[src/rtl/srt_div_ctrl.sv]
// srt_div_ctrl: sequencing controller for a radix-4 SRT single-precision divider with special-case bypass
module srt_div_ctrl #(
  parameter int ITERS = 13,
  parameter int CNT_W = 4
) (
  input  logic             clk,
  input  logic             rst_n,
  input  logic             in_valid,
  output logic             in_ready,
  input  logic [31:0]      op_a,
  input  logic [31:0]      op_b,
  output logic             dp_load,
  output logic             dp_iter,
  output logic [CNT_W-1:0] iter_cnt,
  output logic             dp_post,
  input  logic [31:0]      quot_in,
  output logic             res_sign,
  output logic [9:0]       exp_diff,
  output logic             special,
  output logic             out_valid,
  input  logic             out_ready,
  output logic [31:0]      result
);
  typedef enum logic [2:0] {IDLE, LOAD, ITER, POST, DONE} state_t;
  localparam logic [CNT_W-1:0] LAST = CNT_W'(ITERS - 1);
  state_t r_state, w_next;
  logic [31:0] r_a, r_b, r_result;
  logic [CNT_W-1:0] r_cnt;
  logic [9:0] r_exp;
  logic r_sign, r_special;
  logic w_accept, w_a_zero, w_b_zero, w_a_inf, w_b_inf, w_a_nan, w_b_nan;
  logic w_nan, w_inf, w_zero, w_spec;
  logic [31:0] w_spec_res;
  // Denormals count as zero: only the exponent field decides zero-ness.
  assign w_a_zero   = r_a[30:23] == 8'h00;
  assign w_b_zero   = r_b[30:23] == 8'h00;
  assign w_a_inf    = &r_a[30:23] && r_a[22:0] == 23'd0;
  assign w_b_inf    = &r_b[30:23] && r_b[22:0] == 23'd0;
  assign w_a_nan    = &r_a[30:23] && |r_a[22:0];
  assign w_b_nan    = &r_b[30:23] && |r_b[22:0];
  assign w_nan      = w_a_nan || w_b_nan || (w_a_zero && w_b_zero) || (w_a_inf && w_b_inf);
  assign w_inf      = w_a_inf || w_b_zero;
  assign w_zero     = w_a_zero || w_b_inf;
  assign w_spec     = w_nan || w_inf || w_zero;
  assign w_spec_res = w_nan ? 32'h7FC00000 : w_inf ? {r_sign, 8'hFF, 23'd0} : {r_sign, 31'd0};
  assign w_accept   = in_valid && in_ready;
  assign iter_cnt   = r_cnt;
  assign result     = r_result;
  assign res_sign   = r_sign;
  assign exp_diff   = r_exp;
  assign special    = r_special;
  // State register
  always_ff @(posedge clk or negedge rst_n)
    if (!rst_n) r_state <= IDLE;
    else r_state <= w_next;
  // Next-state and per-state strobes
  always_comb begin
    w_next    = r_state;
    in_ready  = 1'b0;
    dp_load   = 1'b0;
    dp_iter   = 1'b0;
    dp_post   = 1'b0;
    out_valid = 1'b0;
    case (r_state)
      IDLE: begin
        in_ready = 1'b1;
        w_next   = in_valid ? LOAD : IDLE;
      end
      LOAD: begin
        dp_load = 1'b1;
        w_next  = w_spec ? DONE : ITER;
      end
      ITER: begin
        dp_iter = 1'b1;
        w_next  = r_cnt == LAST ? POST : ITER;
      end
      POST: begin
        dp_post = 1'b1;
        w_next  = DONE;
      end
      DONE: begin
        out_valid = 1'b1;
        w_next    = out_ready ? IDLE : DONE;
      end
      default: w_next = IDLE;
    endcase
  end
  // Operand capture, iteration counting and result capture
  always_ff @(posedge clk or negedge rst_n)
    if (!rst_n) begin
      r_a       <= '0;
      r_b       <= '0;
      r_sign    <= 1'b0;
      r_exp     <= '0;
      r_special <= 1'b0;
      r_cnt     <= '0;
      r_result  <= '0;
    end else begin
      if (w_accept) begin
        r_a       <= op_a;
        r_b       <= op_b;
        r_sign    <= op_a[31] ^ op_b[31];
        r_exp     <= {2'b00, op_a[30:23]} - {2'b00, op_b[30:23]} + 10'd127;
        r_special <= 1'b0;
      end
      if (dp_load) begin
        r_cnt <= '0;
        if (w_spec) begin
          r_result  <= w_spec_res;
          r_special <= 1'b1;
        end
      end
      if (dp_iter && r_cnt != LAST) r_cnt <= r_cnt + 1'b1;
      if (dp_post) r_result <= quot_in;
    end
endmodule
[config.mk]
export PLATFORM = sky130hd
export DESIGN_NAME = srt_div_ctrl
export DESIGN_NICKNAME = d
export VERILOG_FILES = /design/src/rtl/srt_div_ctrl.sv
export SDC_FILE = /design/constraint.sdc
export NUM_CORES = 1
export LEC_CHECK = 0
export BUFFER_PORTS_ARGS = -buffer_cell sky130_fd_sc_hd__buf_2
export CELL_PAD_IN_SITES_DETAIL_PLACEMENT = 0
export CELL_PAD_IN_SITES_GLOBAL_PLACEMENT = 1
export CORE_MARGIN = 2
export CORE_UTILIZATION = 35
export CTS_BUF_LIST = sky130_fd_sc_hd__clkbuf_8
export CTS_CLUSTER_SIZE = 25
export DETAILED_ROUTE_END_ITERATION = 10
export GPL_TIMING_DRIVEN = 0
export PLACE_DENSITY = 0.82
export SYNTH_ARGS = -nofsm -noshare
export SYNTH_HDL_FRONTEND = slang
export SYNTH_SLANG_ARGS = --single-unit
[constraint.sdc]
create_clock -name clk -period 3.08 [get_ports clk]
set_clock_uncertainty 0.1 [all_clocks]
set_input_delay 0.154 -clock clk [delete_from_list [all_inputs] [get_ports clk]]
set_output_delay 0.154 -clock clk [all_outputs]
set_load 0.05 [all_outputs]
==> results.cfg, run 1 <==
[synth]
ys_ff_latch = 113
synth.avg_cell_area_um2 = 9.41
synth_top_area_frac = 0.551
syn_nets = 657
ys_warn_count = 0
synthAdderAreaFrac = 0.0307
async_flop_share = 1.00
synthXorXnorAreaFrac = 0.0200
netlist_area_um2 = 5130
synth-compound-area-share = 0.116
synth_top_family_by_area = simple AND/OR/NAND/NOR gates
synth_common_cells = nand2_1 (211), dfrtp_1 (113), a22o_1 (23), nor2_1 (20), o21ai_0 (18)
synth.distinct_cells = 53
synth-edff-count = 0
yosys_most_used_dff = dfrtp_1
synth_area_leaders = dfrtp_1 (55%), nand2_1 (15%), a22o_1 (3.9%)
synth-simple-area-share = 0.244
synth_cells = 545
synth.most_common_cell = nand2_1
yosys.area.top_type = dfrtp_1
synth-seq-area-share = 0.551
muxShareOfSynthArea = 0.00610

[layout]
nNetsFinal = 927
antennaDiodeCount = 0
nFillCells = 1288
layout-drive-gt1-share = 0.252
area_growth_pct = 47.3
final_cell_area_um2 = 7550

[floorplan]
ioPinCount = 153
fp.dieW_um = 125
die_y_um = 125
dieArea_um2 = 15600
core_um2 = 14400
num_rows = 44
start_util = 0.355

[pwr]
powerDensity_nw_per_um2 = 971
max-vdd-ir-drop_v = 0.000394
p_leak_nw = 3.89

[worst_setup_path]
crit_path_end_kind = flip-flop
critPathBufInv = 5
critPathArrivalTime_ns = 2.97
crit_chain = dlygate4sd3_1 > buf_2 > inv_1 > ha_1 > inv_1 > fa_1 > inv_1 > ha_1 > nand3_1 > mux2_2 > a2111oi_2 > o41a_1 > o21ai_1
critical_path_class = input pin to flip-flop
crit_path_frequent_cell = inv_1
path_delay_family = buffers and inverters
path_max_fanout = 3
required_ns = 3.30
worst-r2r-setup-slack_ns = 0.80
critical-path-max-stage-delay_ns = 0.54
slowest_stage = dlygate4sd3_1
worstSetupStartpointType = input pin

[sta]
setup_viol = 0
setup_tns_ns = 0
period_share = 0.891
rsz0062_at_grt = false
drv_slew = 0
fin_crit_ns = 2.75
maxSlewHeadroom = 0.446
hold_viol = 0
max_freq_ghz = 0.364
worst_pin_slew_ns = 0.829

[global_route]
grt_overflow = 0
antenna_found_initial = 0
grt_pass1_vias = 4997
grt_pass1_wl_um = 23900
grt_max_degree = 72
track_usage = 0.191

[place]
place_hpwl_um = 10000
finalWeightedCongestion = 0.840
place_area_um2 = 6150
io_buffers = 152

[clock_tree]
cts-root-buf = clkbuf_8
insertion_delay_ns = 0.44
cts_tree = done
ctsResizeCount = 0
clkTransAtPathRegs_ns = 0.07
clock_path_buffers = 2
clkSinkCount = 113
cts-htree-levels = 4
postCtsSetupBuffers = 0
cts_buffers = 17

[routing]
ant_nets = 0
via_per_inst = 4.78
wirelength_um = 14500
vias = 4840
drt_first_pass_iters = 4
drcViolationCount = 0
wire_per_inst_um = 14.3
drt_iter0_markers = 214

[status]
status = finished, final reports clean

[flow_run]
drv_cap = 0

[min_path]
min_path_type = input pin to asynchronous set/reset pin
## per-layer routing
layer | vias up | GRT usage | part of all wire
met3 | 26 | 0.0454 | 0.046
met5 | - | 0 | 0
met4 | 0 | 0.0745 | 0.019
li1 | 2379 | - | -
met1 | 2287 | 0.235 | 0.45
met2 | 148 | 0.326 | 0.49
## placed cells by master (no fill, tap or decap), drive strengths merged, types with 6 or more instances in the layout
master and count:
a22o 23, buf 160, clkbuf 35, clkinv 6
dfrtp 113, dlygate4sd3 98, ha 11, inv 20
nand2 211, nand3 9, nand4 7, nor2 21
nor4 13, o21ai 30, o31ai 8, xnor2 7
## cells by family (layout without fill, tap and decap cells)
group / count (synthesis) / in the layout
fa+ha+maj: 12 / 12
flops: 113 / 113
buf+inv: 40 / 323
mux: 3 / 3
xor+xnor: 10 / 10
simple gates: 286 / 286
compound gates: 81 / 81
## power by group
part,internal [mW],switching (mW)
clock,0.832,0.649
combinational,0.992,2.29
sequential,2.17,0.401
## repair_timing
item                                   in CTS  in global routing
endpoints found under the hold margin     138                  0
setup endpoints to repair                   0                  0
hold buffers                               98                  0
## flip-flops by register name (all words and copies together), names as in the netlist
name,flops
result,32
special,1
r_b,31
r_a,31
res_sign,1
r_state,3
iter_cnt,4
exp_diff,10
## layout make-up
| class | instances | area, um2 | share of cell area |
|---|---|---|---|
| tap | 184 | 230 | 0.0305 |
| timing repair buffer | 251 | 1770 | 0.235 |
| buffer | 24 | 105 | 0.0139 |
| clock buffer | 18 | 248 | 0.0328 |
| inverter | 16 | 60.1 | 0.00795 |
| clock inverter | 14 | 178 | 0.0235 |
| multi-input combinational | 392 | 2130 | 0.283 |
| sequential | 113 | 2830 | 0.374 |
## worst paths after layout
check	startpoint	end	depth (start not counted)
worst max-delay path	op_a[23]	exp_diff[8]	13
worst min-delay path	rst_n	iter_cnt[2]	2
worst max register to register	r_state[1]	r_a[27]	7
worst min register to register	result[29]	result[29]	2
max in group asynchronous	rst_n	r_a[5]	3
min in group clk	in_valid	exp_diff[8]	4
## stage by stage
| stage | cells | total power [mW] | setup slack, ns | util | hold slack, ns |
|---|---|---|---|---|---|
| after floorplan | 545 | 4.91 | 0.253 | - | -0.242 |
| after global placement | 881 | 5.70 | 0.457 | 0.424 | 0.246 |
| after detailed placement | 882 | 5.79 | 0.465 | 0.426 | 0.104 |
| after CTS | 1012 | 7.41 | 0.396 | 0.524 | 0.174 |
| after global routing | 1012 | 7.87 | 0.165 | 0.524 | 0.207 |
| final | 1012 | 7.33 | 0.335 | 0.524 | 0.174 |
Note: power is estimated with default switching activity, not from simulation.
==> run 2: changes to the inputs <==
RECOVER_POWER = 100   (was not set)
==> results.cfg, run 2 (synthesized netlist as in run 1, its figures left out) <==
[clock_tree]
postCtsSetupBuffers = 0
cts-root-buf = clkbuf_8
cts_buffers = 17
clock_path_buffers = 2
cts_tree = done
insertion_delay_ns = 0.44
cts_hold_buf = 98
clkTransAtPathRegs_ns = 0.07
cts-htree-levels = 4
ctsResizeCount = 0
clkSinkCount = 113

[pwr]
swShare = 0.464
powerDensity_nw_per_um2 = 974
max-vdd-ir-drop_v = 0.000385
switching_power_mw = 3.35
p_seq_frac = 0.357
pwr-share-clk = 0.206
p_comb_frac = 0.437
p_leak_nw = 3.65
p_int_mw = 3.87

[routing]
via_per_inst = 4.78
top_layer = met4
drt_iter0_markers = 229
vias = 4839
drt_first_pass_iters = 6
ant_nets = 0
wirelength_um = 14600
detail_route.wirelength.met1_um = 6580
route.met3.wl_um = 735
met2WireLength_um = 6990
wire_per_inst_um = 14.4
drcViolationCount = 0

[layout]
instances_no_fill = 1012
largest_register_ffs = 32
final_cell_mix = nand2_1 (211), dfrtp_1 (113), dlygate4sd3_1 (98), buf_2 (98), clkbuf_1 (77)
final_common_cell = nand2_1
antennaDiodeCount = 0
nFillCells = 1342
nNetsFinal = 927
layout-drive-gt1-share = 0.175
area_growth_pct = 44.6

[worst_setup_path]
r2r-start = r_state[1]
path_max_fanout = 4
r2r_cells = 8
critical_path_class = input pin to flip-flop
required_ns = 3.31
worst-r2r-setup-slack_ns = 0.44
r2r_end = r_a[13]
crit_path_end_kind = flip-flop
critPathArrivalTime_ns = 3.00
worstSetupStartpointType = input pin

[sta]
rsz0062_at_grt = false
maxSlewHeadroom = 0.263
period_share = 0.902
hold_ws_ns = 0.312
worst_pin_slew_ns = 1.11
fin_crit_ns = 2.78
setup_viol = 0
setup_tns_ns = 0
max_freq_ghz = 0.360
hold_viol = 0
drv_slew = 0

[global_route]
antenna_found_initial = 0
grt_max_degree = 72
grt_overflow = 0
grt_pass1_vias = 4997
grt_pass1_wl_um = 23900
track_usage = 0.191

[flow_run]
drv_cap = 0

[floorplan]
fp.dieW_um = 125
ioPinCount = 153
core_um2 = 14400
num_rows = 44
start_util = 0.355
dieArea_um2 = 15600
die_y_um = 125

[min_path]
hold_path_end = exp_diff[8]
min_path_type = input pin to flip-flop
worstHoldPathCells = 4
worstHoldStart = in_valid

[place]
place_hpwl_um = 10000
finalWeightedCongestion = 0.840
dp_cells = 882
io_buffers = 152

[status]
status = finished, final reports clean
==> run 2: changes by cell type in the layout (fill, tap and decap cells not counted), sizes merged <==
cell    delta
clkbuf    +62
buf       -62
==> run 2: stage by stage <==
| stage | power (mW) | setup slack, ns | area (um2) | util |
|---|---|---|---|---|
| detailed placement | 5.79 | 0.465 | 6150 | 0.426 |
| global placement | 5.70 | 0.457 | 6120 | 0.424 |
| floorplan | 4.91 | 0.253 | 5130 | - |
| global route | 7.74 | 0.107 | 7410 | 0.514 |
| finish | 7.22 | 0.302 | 7410 | 0.514 |
| CTS | 7.41 | 0.396 | 7550 | 0.524 |
==> run 2: final cells by class <==
type / count / area, um2 / area share
timing repair buffer: 251 / 1680 / 0.227
clock buffer: 18 / 248 / 0.0334
sequential: 113 / 2830 / 0.381
multi-input combinational: 392 / 2100 / 0.283
clock inverter: 14 / 178 / 0.0240
buffer: 24 / 90.1 / 0.0122
tap: 184 / 230 / 0.0311
inverter: 16 / 60.1 / 0.00810
==> run 2: power groups by stage <==
| stage | Sequential (mW) | Combinational (mW) | Clock [mW] |
|---|---|---|---|
| final | 2.58 | 3.16 | 1.48 |
| after global routing | 2.67 | 3.48 | 1.60 |
| after CTS | 2.57 | 3.31 | 1.53 |
| after detailed placement | 2.59 | 3.20 | 0 |
| after global placement | 2.56 | 3.14 | 0 |
| after floorplan | 3.45 | 1.45 | 0 |
==> run 2: worst max path at each step <==
stage	startpoint	to	slack (ns)
after floorplan	r_state[1]	exp_diff[0]	0.25
after global placement	rst_n	r_a[19]	0.46
after detailed placement	op_a[23]	exp_diff[8]	0.47
after CTS	op_a[23]	exp_diff[8]	0.40
after global routing	op_a[23]	exp_diff[8]	0.11
final	op_a[23]	exp_diff[8]	0.30
==> run 2: critical path, cell delays in order <==
cell	delay, ns
dlygate4sd3_1	0.54
buf_2	0.12
inv_1	0.06
ha_1	0.19
inv_1	0.06
fa_1	0.40
xnor2_1	0.33
nand3_1	0.11
mux2_2	0.32
a2111oi_2	0.46
o41a_1	0.19
o21ai_1	0.06
==> run 2: metal layers <==
| metal | vias to the layer above | track usage |
|---|---|---|
| met4 | 0 | 0.0745 |
| met3 | 24 | 0.0454 |
| li1 | 2377 | - |
| met5 | - | 0 |
| met1 | 2289 | 0.235 |
| met2 | 149 | 0.326 |
